### config.mk
export PLATFORM = sky130hd
export DESIGN_NAME = seg7_bin_display
export DESIGN_NICKNAME = d
export VERILOG_FILES = /design/src/rtl/seg7_bin_display.sv
export SDC_FILE = /design/constraint.sdc
export NUM_CORES = 1
export LEC_CHECK = 0
export ABC_AREA = 1
export ABC_CLOCK_PERIOD_IN_PS = 1380
export BUFFER_PORTS_ARGS = -buffer_cell sky130_fd_sc_hd__buf_2
export CORE_MARGIN = 4
export CORE_UTILIZATION = 45
export CTS_CLUSTER_DIAMETER = 40
export DETAILED_ROUTE_END_ITERATION = 7
export HOLD_SLACK_MARGIN = 0.1
export PLACE_DENSITY = 0.67
export SLEW_MARGIN = 0
export SYNTH_ARGS = -nofsm -noshare
export SYNTH_HDL_FRONTEND = slang
export SYNTH_SLANG_ARGS = --single-unit
### constraint.sdc
create_clock -name iCLK_50 -period 1.38 [get_ports iCLK_50]
set_input_delay 0.138 -clock iCLK_50 [delete_from_list [all_inputs] [get_ports iCLK_50]]
set_output_delay 0.138 -clock iCLK_50 [all_outputs]
set_load 0.005 [all_outputs]
### src/rtl/seg7_bin_display.sv
// Multi-digit 7-segment driver: sequential double-dabble binary-to-BCD or hex bypass,
// optional leading-zero blanking, active-low segments for the DE2 HEX displays.

module seg7_digit (
  input  logic [3:0] i_nib,
  input  logic       i_blank,
  output logic [6:0] o_seg
);
  always_comb begin
    o_seg = 7'h7F;
    if (!i_blank) begin
      unique case (i_nib)
        4'h0: o_seg = 7'h40;
        4'h1: o_seg = 7'h79;
        4'h2: o_seg = 7'h24;
        4'h3: o_seg = 7'h30;
        4'h4: o_seg = 7'h19;
        4'h5: o_seg = 7'h12;
        4'h6: o_seg = 7'h02;
        4'h7: o_seg = 7'h78;
        4'h8: o_seg = 7'h00;
        4'h9: o_seg = 7'h10;
        4'hA: o_seg = 7'h08;
        4'hB: o_seg = 7'h03;
        4'hC: o_seg = 7'h46;
        4'hD: o_seg = 7'h21;
        4'hE: o_seg = 7'h06;
        4'hF: o_seg = 7'h0E;
        default: o_seg = 7'h7F;
      endcase
    end
  end
endmodule

module seg7_bin_display #(
  parameter int WIDTH    = 16,
  parameter int DIGITS   = 5,
  parameter bit LZ_BLANK = 1'b1
) (
  input  logic                  iCLK_50,
  input  logic                  iRST_N,
  input  logic [WIDTH-1:0]      iBIN,
  input  logic                  iLOAD,
  input  logic                  iHEX_MODE,
  output logic                  oBUSY,
  output logic                  oDONE,
  output logic [7*DIGITS-1:0]   oSEG
);
  localparam int BW   = 4*DIGITS;
  localparam int CW   = $clog2(WIDTH+1);
  localparam int EXTW = (BW > WIDTH) ? BW : WIDTH;

  typedef enum logic [1:0] {S_IDLE, S_SHIFT, S_DONE} state_t;

  state_t            r_state, w_next;
  logic [WIDTH-1:0]  r_bin;
  logic [BW-1:0]     r_bcd, w_bcd_adj, w_bcd_next;
  logic [CW-1:0]     r_cnt;
  logic [BW-1:0]     r_dig;
  logic [EXTW-1:0]   w_bin_ext;
  logic [BW-1:0]     w_hex;
  logic [DIGITS-1:0] w_blank;

  assign w_bin_ext = EXTW'(iBIN);
  assign w_hex     = w_bin_ext[BW-1:0];

  always_comb begin
    w_bcd_adj = r_bcd;
    for (int k = 0; k < DIGITS; k++)
      if (r_bcd[4*k +: 4] >= 4'd5) w_bcd_adj[4*k +: 4] = r_bcd[4*k +: 4] + 4'd3;
  end
  assign w_bcd_next = {w_bcd_adj[BW-2:0], r_bin[WIDTH-1]};

  always_ff @(posedge iCLK_50 or negedge iRST_N) begin
    if (!iRST_N) r_state <= S_IDLE;
    else         r_state <= w_next;
  end

  always_comb begin
    w_next = r_state;
    unique case (r_state)
      S_IDLE:  if (iLOAD) w_next = iHEX_MODE ? S_DONE : S_SHIFT;
      S_SHIFT: if (r_cnt == CW'(1)) w_next = S_DONE;
      S_DONE:  w_next = S_IDLE;
      default: w_next = S_IDLE;
    endcase
  end

  always_comb begin
    oBUSY = (r_state != S_IDLE);
    oDONE = (r_state == S_DONE);
  end

  // Digit registers are written on the edge entering DONE, so oSEG already
  // carries the finished value in the cycle oDONE is high.
  always_ff @(posedge iCLK_50 or negedge iRST_N) begin
    if (!iRST_N) begin
      r_bin <= '0;
      r_bcd <= '0;
      r_cnt <= '0;
      r_dig <= '0;
    end else begin
      unique case (r_state)
        S_IDLE: if (iLOAD) begin
          r_bin <= iBIN;
          r_bcd <= '0;
          r_cnt <= CW'(WIDTH);
          if (iHEX_MODE) r_dig <= w_hex;
        end
        S_SHIFT: begin
          r_bcd <= w_bcd_next;
          r_bin <= {r_bin[WIDTH-2:0], 1'b0};
          r_cnt <= r_cnt - CW'(1);
          if (r_cnt == CW'(1)) r_dig <= w_bcd_next;
        end
        default: ;
      endcase
    end
  end

  // Scan from the top digit down; a digit stays lit once any higher digit is non-zero.
  always_comb begin
    logic v_nz;
    v_nz    = 1'b0;
    w_blank = '0;
    for (int k = DIGITS-1; k >= 0; k--) begin
      v_nz       = v_nz | (|r_dig[4*k +: 4]);
      w_blank[k] = LZ_BLANK && (k != 0) && !v_nz;
    end
  end

  for (genvar g = 0; g < DIGITS; g++) begin : g_dig
    seg7_digit u_dig (
      .i_nib   (r_dig[4*g +: 4]),
      .i_blank (w_blank[g]),
      .o_seg   (oSEG[7*g +: 7])
    );
  end
endmodule

# Word level (Yosys, flattened, before mapping)
# Memories as Yosys holds them, arrays and structs flattened.
# Index checks and enable logic that the tools add are counted.
# W data, S select, Z words.
word_totals:
  regBits: 63
  mem_bits_ro: 560
  inputBits: 20
  out_inout_bits: 37
  wordCells: 63
  mem_count: 5
classes:
  addsub: 6
  magnitude_cmp: 5
  n_eq_ne: 6
  muxes: 23
  bitwise_logic: 3
  n_reduce_logical: 10
memory_table:
  columns: ["memory", "words", "word_bits", "read_ports", "rd_clocked_by_memory_dff", "wr", "line_no", "text"]
  rows:
  - ["(name not given)", 16, 7, 1, 0, 0, "12", "unique case (i_nib)"]
  - ["(name not given)", 16, 7, 1, 0, 0, "12", null]
  - ["(name not given)", 16, 7, 1, 0, 0, "12", null]
  - ["(name not given)", 16, 7, 1, 0, 0, "12", null]
  - ["(name not given)", 16, 7, 1, 0, 0, "12", null]
ops:
  columns: ["op", "n"]
  rows:
  - ["$mux W20", 4]
  - ["$pmux W20 S2", 2]
  - ["$pmux W16 S2", 1]
  - ["$mux W7", 4]
  - ["$ge A4 B3 Y1 const B", 5]
  - ["$add A4 B2 Y4 const B", 4]
  - ["$mux W16", 1]
  - ["$mux W4", 4]
  - ["$reduce_or A4 Y1", 4]
  - ["$pmux W5 S2", 1]
  - ["$mux W2", 3]
  - ["$ne A2 B2 Y1 const B", 3]
  - ["$eq A5 B1 Y1 const B", 1]
  - ["$mux W5", 1]
  - ["$sub A5 B1 Y5 const B", 1]
  - ["$pmux W2 S2", 1]
  - ["$reduce_and A2 Y1", 2]
  - ["$reduce_and A4 Y1", 1]
  - ["$reduce_bool A2 Y1", 2]
  - ["$add A3 B2 Y3 const B", 1]
  - ["$mux W3", 1]
  - ["$or A1 B1 Y1", 3]
  - ["$eq A2 B1 Y1 const B", 1]
  - ["$eq A2 B2 Y1 const B", 1]
  - ["$logic_not A2 Y1", 1]

# Depth between registers and ports, before layout
logic_depth:
  word_depth: 5
  ltp_mapped: 11
  ltp_nobuf: 10

# By module
# Synthesis repeated with hierarchy kept, for this count alone.
unflattened:
  hier_cells: 660
  area_unflattened_um2: 4749.6
by_module_without_submodules:
  columns: ["module", "instances", "cells_per_inst", "area_per_inst_um2", "seq_area_each_um2"]
  rows:
  - ["seg7_bin_display", 1, 405, 3276.9, 1576.5]
  - ["seg7_digit at g_dig[2].u_dig ...", 3, 51, 294.0, 0.0]
  - ["seg7_digit at g_dig[0].u_dig", 1, 51, 297.8, 0.0]
  - ["seg7_digit at g_dig[1].u_dig", 1, 51, 292.8, 0.0]

# Least setup slack after synthesis
# No wires, ideal clock.
synth_path:
  path_type: "register to output"
  start: "register r_dig[16]"
  end: "output port oSEG[12]"
  t_arrival_ps: 1341
  required_time_ps: 1242
  setup_slack_ps: -99
  path_stages_with_launch: 7
  path_buffers: 0
  cell_sequence: "dfrtp_1 -> inv_1 -> ha_1 -> nand3_2 -> nor2_2 -> nand4_2 -> nand3b_1"
synth_via:
  elab_chain_cells: 5
synth_rtl:
  columns: ["item", "line_no", "text"]
  rows:
  - ["start, declared", "59", "logic [BW-1:0] r_dig;"]
  - ["start signal, assigned", "108", "if (iHEX_MODE) r_dig <= w_hex;"]
  - ["start signal, assigned", "114", "if (r_cnt == CW'(1)) r_dig <= w_bcd_next;"]
  - ["$reduce_or A4 Y1", "127", "v_nz = v_nz | (|r_dig[4*k +: 4]);"]
  - ["$or A1 B1 Y1 (3 in a row)", "127", null]
  - ["$mux W7", "11", "if (!i_blank) begin"]
  - ["end, declared", "47", "output logic [7*DIGITS-1:0] oSEG"]
# Every way passes these cells.

# Worst setup path in the final report
layout_path:
  start: "register r_dig[17]"
  end: "output port oSEG[12]"
# Same word-level chain as after synthesis.

==> results_tabular.tex <==
\begin{tabular}{lr}
\hline
Metric & Value \\
\hline
\multicolumn{2}{l}{\textbf{Finish}} \\
\quad Net count reported at finish & 825 \\
\quad Ratio of cells with drive above 1 in the final layout & 0.424 \\
\quad Final non-filler cell area & 0.00667 sq mm \\
\quad Antenna diode instance count & 0 \\
\quad Area occupied by registers & 0.00158 sq mm \\
\quad Area growth from synthesis to layout & 49.5\% \\
\quad Most used cells in the layout excluding fill and tap cells & nand2\_1 (122), buf\_4 (66), dfrtp\_1 (58) \\
\quad Most frequent standard cell in the layout excluding fill and tap cells & nand2\_1 \\
\quad Final core utilization & 0.685 \\
\quad Combined area of the multi-input logic cells & 0.00319 sq mm \\
\quad Post-layout instance count excluding filler cells & 898 \\
\quad Number of filler instances in the final layout & 755 \\
\multicolumn{2}{l}{\textbf{Placement}} \\
\quad Number of placed instances with taps included & 853 \\
\quad Final HPWL DP & 8530 um \\
\quad Total placed instance area & 0.00536 sq mm \\
\quad Gpl congestion & 0.866 \\
\quad Placement-stage worst setup slack & -0.111 ns \\
\quad Count of buffers from port buffering & 56 \\
\multicolumn{2}{l}{\textbf{Clock tree}} \\
\quad Number of buffers created by CTS & 9 \\
\quad Sinks on Clock Net & 63 \\
\quad CTS tree & yes \\
\quad Clock H-tree levels & 3 \\
\quad Clock-pin slew on the worst setup and hold paths & 0.08 ns \\
\quad Source-to-sink clock delay at the later pin of the worst-skew pair & 0.36 ns \\
\quad Max Buffers Root-to-Sink & 2 \\
\quad Root buf cell & clkbuf\_8 \\
\multicolumn{2}{l}{\textbf{Drt}} \\
\quad Count of TritonRoute iterations in the first routing pass & 5 \\
\quad Mean number of vias per cell & 5.43 \\
\quad Overall routed net length & 13900 um \\
\quad Iter 0 DRT Violations & 468 \\
\quad Post-route ant nets & 0 \\
\quad Average wire per cell in the routed design & 15.4 um \\
\quad Number of vias in the routed layout & 4874 \\
\quad Drt drc & 0 \\
\multicolumn{2}{l}{\textbf{Critical path}} \\
\quad Capturing element type of the critical path & output port \\
\quad Worst EP arrival & 1.72 ns \\
\quad Type of the worst setup path & register to output port \\
\quad FF-to-FF path depth & 10 \\
\quad Critical-path maximum fanout & 7 \\
\quad Startpoint class of the critical path & register \\
\quad CP required & 1.24 ns \\
\multicolumn{2}{l}{\textbf{STA}} \\
\quad Slack of the critical path & -0.475 ns \\
\quad Hold slack final & 0.115 ns \\
\quad Crit path time final & 1.86 ns \\
\quad Sum Neg Setup Slack & -13.02 ns \\
\quad Post-route fraction of the period consumed by the critical path & 1.34 \\
\quad Maximum clock frequency & 0.539 GHz \\
\quad Count of final max-slew check failures & 0 \\
\quad Worst clock skew & 0.00897 ns \\
\quad Setup repair after global routing missed its margin & true \\
\quad Slew @ Worst Pin & 0.363 ns \\
\quad Relative slew margins & 0.758 \\
\quad Total count of hold-check failures in the final report & 0 \\
\quad Final count of negative-setup-slack endpoints & 49 \\
\multicolumn{2}{l}{\textbf{Pwr}} \\
\quad Part of the total power dissipated in combinational logic & 0.664 \\
\quad Power share of the clock group & 0.118 \\
\quad Net switching power of the design & 6.43 mW \\
\quad Sequential power share & 0.218 \\
\quad Leakage power total & 3.22 nW \\
\quad Ratio of total power to cell area & 2100 mW/mm\^{}2 \\
\quad Switching part of the total power & 0.460 \\
\quad Total internal power & 7.56 mW \\
\quad Tot Pwr & 14.0 mW \\
\quad Peak supply drop & 1.38 mV \\
\multicolumn{2}{l}{\textbf{Floorplan}} \\
\quad Row Count & 36 \\
\quad Initial Util & 0.458 \\
\quad Placeable Area & 0.00973 sq mm \\
\quad Die area & 0.0116 sq mm \\
\quad Die Width & 108 um \\
\quad Count of boundary I/O pins & 57 \\
\quad Vert. Die Dim & 108 um \\
\multicolumn{2}{l}{\textbf{Global route}} \\
\quad Leftover overflow at the end of global routing & 0 \\
\quad Number of global-route vias before repair & 4704 \\
\quad First-pass GRT wire length & 21400 um \\
\quad Total Routing Usage GR & 0.225 \\
\quad Number of antenna violations at the first check in global routing & 0 \\
\quad Pin count of the biggest net entering global routing & 64 \\
\multicolumn{2}{l}{\textbf{Status}} \\
\quad Status & complete, but fails checks \\
\quad Violations in the final reports & setup timing \\
\multicolumn{2}{l}{\textbf{Synthesis}} \\
\quad Portion of synthesized cell area occupied by the leading cell type & 0.354 \\
\quad Post-Synthesis Cell Area & 0.00446 sq mm \\
\quad Mean Syn Cell Area & 7.22 sq um \\
\quad Net count after synthesis & 682 \\
\quad Register bit total from synthesis & 63 \\
\quad Biggest area contributors in the synthesized netlist & dfrtp\_1 (35\%), nand2\_1 (13\%), ha\_1 (12\%) \\
\quad Share of the yosys chip area belonging to registers & 0.354 \\
\quad Cell taking the most area after synthesis & dfrtp\_1 \\
\quad Post-synthesis instance total & 618 \\
\quad Distinct cell type count after synthesis & 37 \\
\quad Number of warnings printed during yosys synthesis & 0 \\
\multicolumn{2}{l}{\textbf{Worst hold path}} \\
\quad Worst hold path stage count & 3 \\
\quad Worst hold path class & input pin to register \\
\multicolumn{2}{l}{\textbf{Flow run}} \\
\quad Max Cap Viol & 0 \\
\hline
\end{tabular}
## metal layers
metal | vias to the layer above | global-route usage | part of all wire
li1 | 2328 | - | -
met1 | 2335 | 0.292 | 0.42
met2 | 169 | 0.377 | 0.50
met3 | 42 | 0.0312 | 0.044
met4 | 0 | 0.0893 | 0.027
met5 | - | 0 | 0
## cell usage after synthesis
| master | count |
|---|---|
| nand2_2 | 2 |
| nand2_4 | 1 |
| nand3b_1 | 1 |
| or2_2 | 1 |
| o21ai_2 | 1 |
| xnor2_1 | 1 |
| nor2_2 | 1 |
| nand3_1 | 59 |
| buf_2 | 11 |
| a211oi_1 | 2 |
| nand4_1 | 12 |
| a32o_1 | 2 |
| o2111ai_1 | 2 |
| o221ai_1 | 1 |
| o22ai_1 | 10 |
| nand4_2 | 1 |
| nand3_2 | 1 |
| o311ai_0 | 2 |
| clkinv_1 | 2 |
| nand2_1 | 153 |
| dfrtp_1 | 63 |
| inv_4 | 1 |
| o21ai_1 | 5 |
| nor2_4 | 1 |
| a21oi_1 | 31 |
| clkinv_2 | 1 |
| buf_6 | 2 |
| ha_1 | 44 |
| buf_4 | 1 |
| a31oi_1 | 7 |
| inv_2 | 2 |
| clkbuf_1 | 7 |
| clkbuf_2 | 1 |
| o21ai_0 | 48 |
| inv_1 | 72 |
| nor2_1 | 59 |
| o211ai_1 | 7 |
## path summary, 6_finish.rpt
| check | from | to | slack (ns) |
|---|---|---|---|
| setup reg to reg | r_cnt[1] | r_dig[1] | -0.06 |
| hold / removal | iBIN[3] | r_bin[3] | 0.11 |
| hold reg to reg | r_bin[2] | r_bin[2] | 0.50 |
| setup / recovery | r_dig[17] | oSEG[12] | -0.48 |
| min in group asynchronous | iRST_N | r_bcd[6] | 0.30 |
| max in group asynchronous | iRST_N | r_dig[1] | 0.74 |
## worst max-delay path, cell delays in order (launching register included)
cell	delay, ns
dfrtp_1	0.41
inv_2	0.09
ha_4	0.14
nand3_4	0.08
nor2_4	0.20
nand4_4	0.18
nand3b_1	0.13
buf_2	0.12
## flip-flops by register name (all words and copies together), names as in the netlist
| name | flops |
|---|---|
| r_bcd | 20 |
| r_dig | 20 |
| r_bin | 16 |
| r_cnt | 5 |
| r_state | 2 |
## power groups by stage
stage / registers (mW) / logic (mW) / clock network (mW)
after floorplan: 2.85 / 4.02 / 0
after global placement: 2.89 / 6.62 / 0
after detailed placement: 2.93 / 6.80 / 0
after CTS: 2.94 / 7.63 / 1.65
after global routing: 3.14 / 10.1 / 1.75
final: 3.06 / 9.28 / 1.65
## final cells by class
class / count / area share
multi-input cells: 455 / 0.478
repair inverters: 1 / 0.00244
clock buffers: 10 / 0.0206
well taps: 133 / 0.0250
clock inverters: 5 / 0.00882
inverters: 78 / 0.0480
repair buffers: 153 / 0.179
flip-flops and latches: 63 / 0.237
## kinds of logic (layout without fill, tap and decap cells)
kind of cell | count (synthesis) | in the layout | share of synthesized area
compound gates | 118 | 118 | 0.150
flops | 63 | 63 | 0.354
xor+xnor | 1 | 1 | 0.00196
fa+ha+maj | 44 | 44 | 0.123
buf+inv | 100 | 247 | 0.0926
simple gates | 292 | 292 | 0.279
## repair_timing
action | CTS | global route
pin swaps | 24 | 48
hold buffers | 8 | 0
endpoints found under the hold margin | 70 | 0
gates resized for setup | 80 | 157
setup endpoints to repair | 53 | 92
gates cloned | 0 | 3
setup buffers | 12 | 9
(Power assumes the default switching activity.)
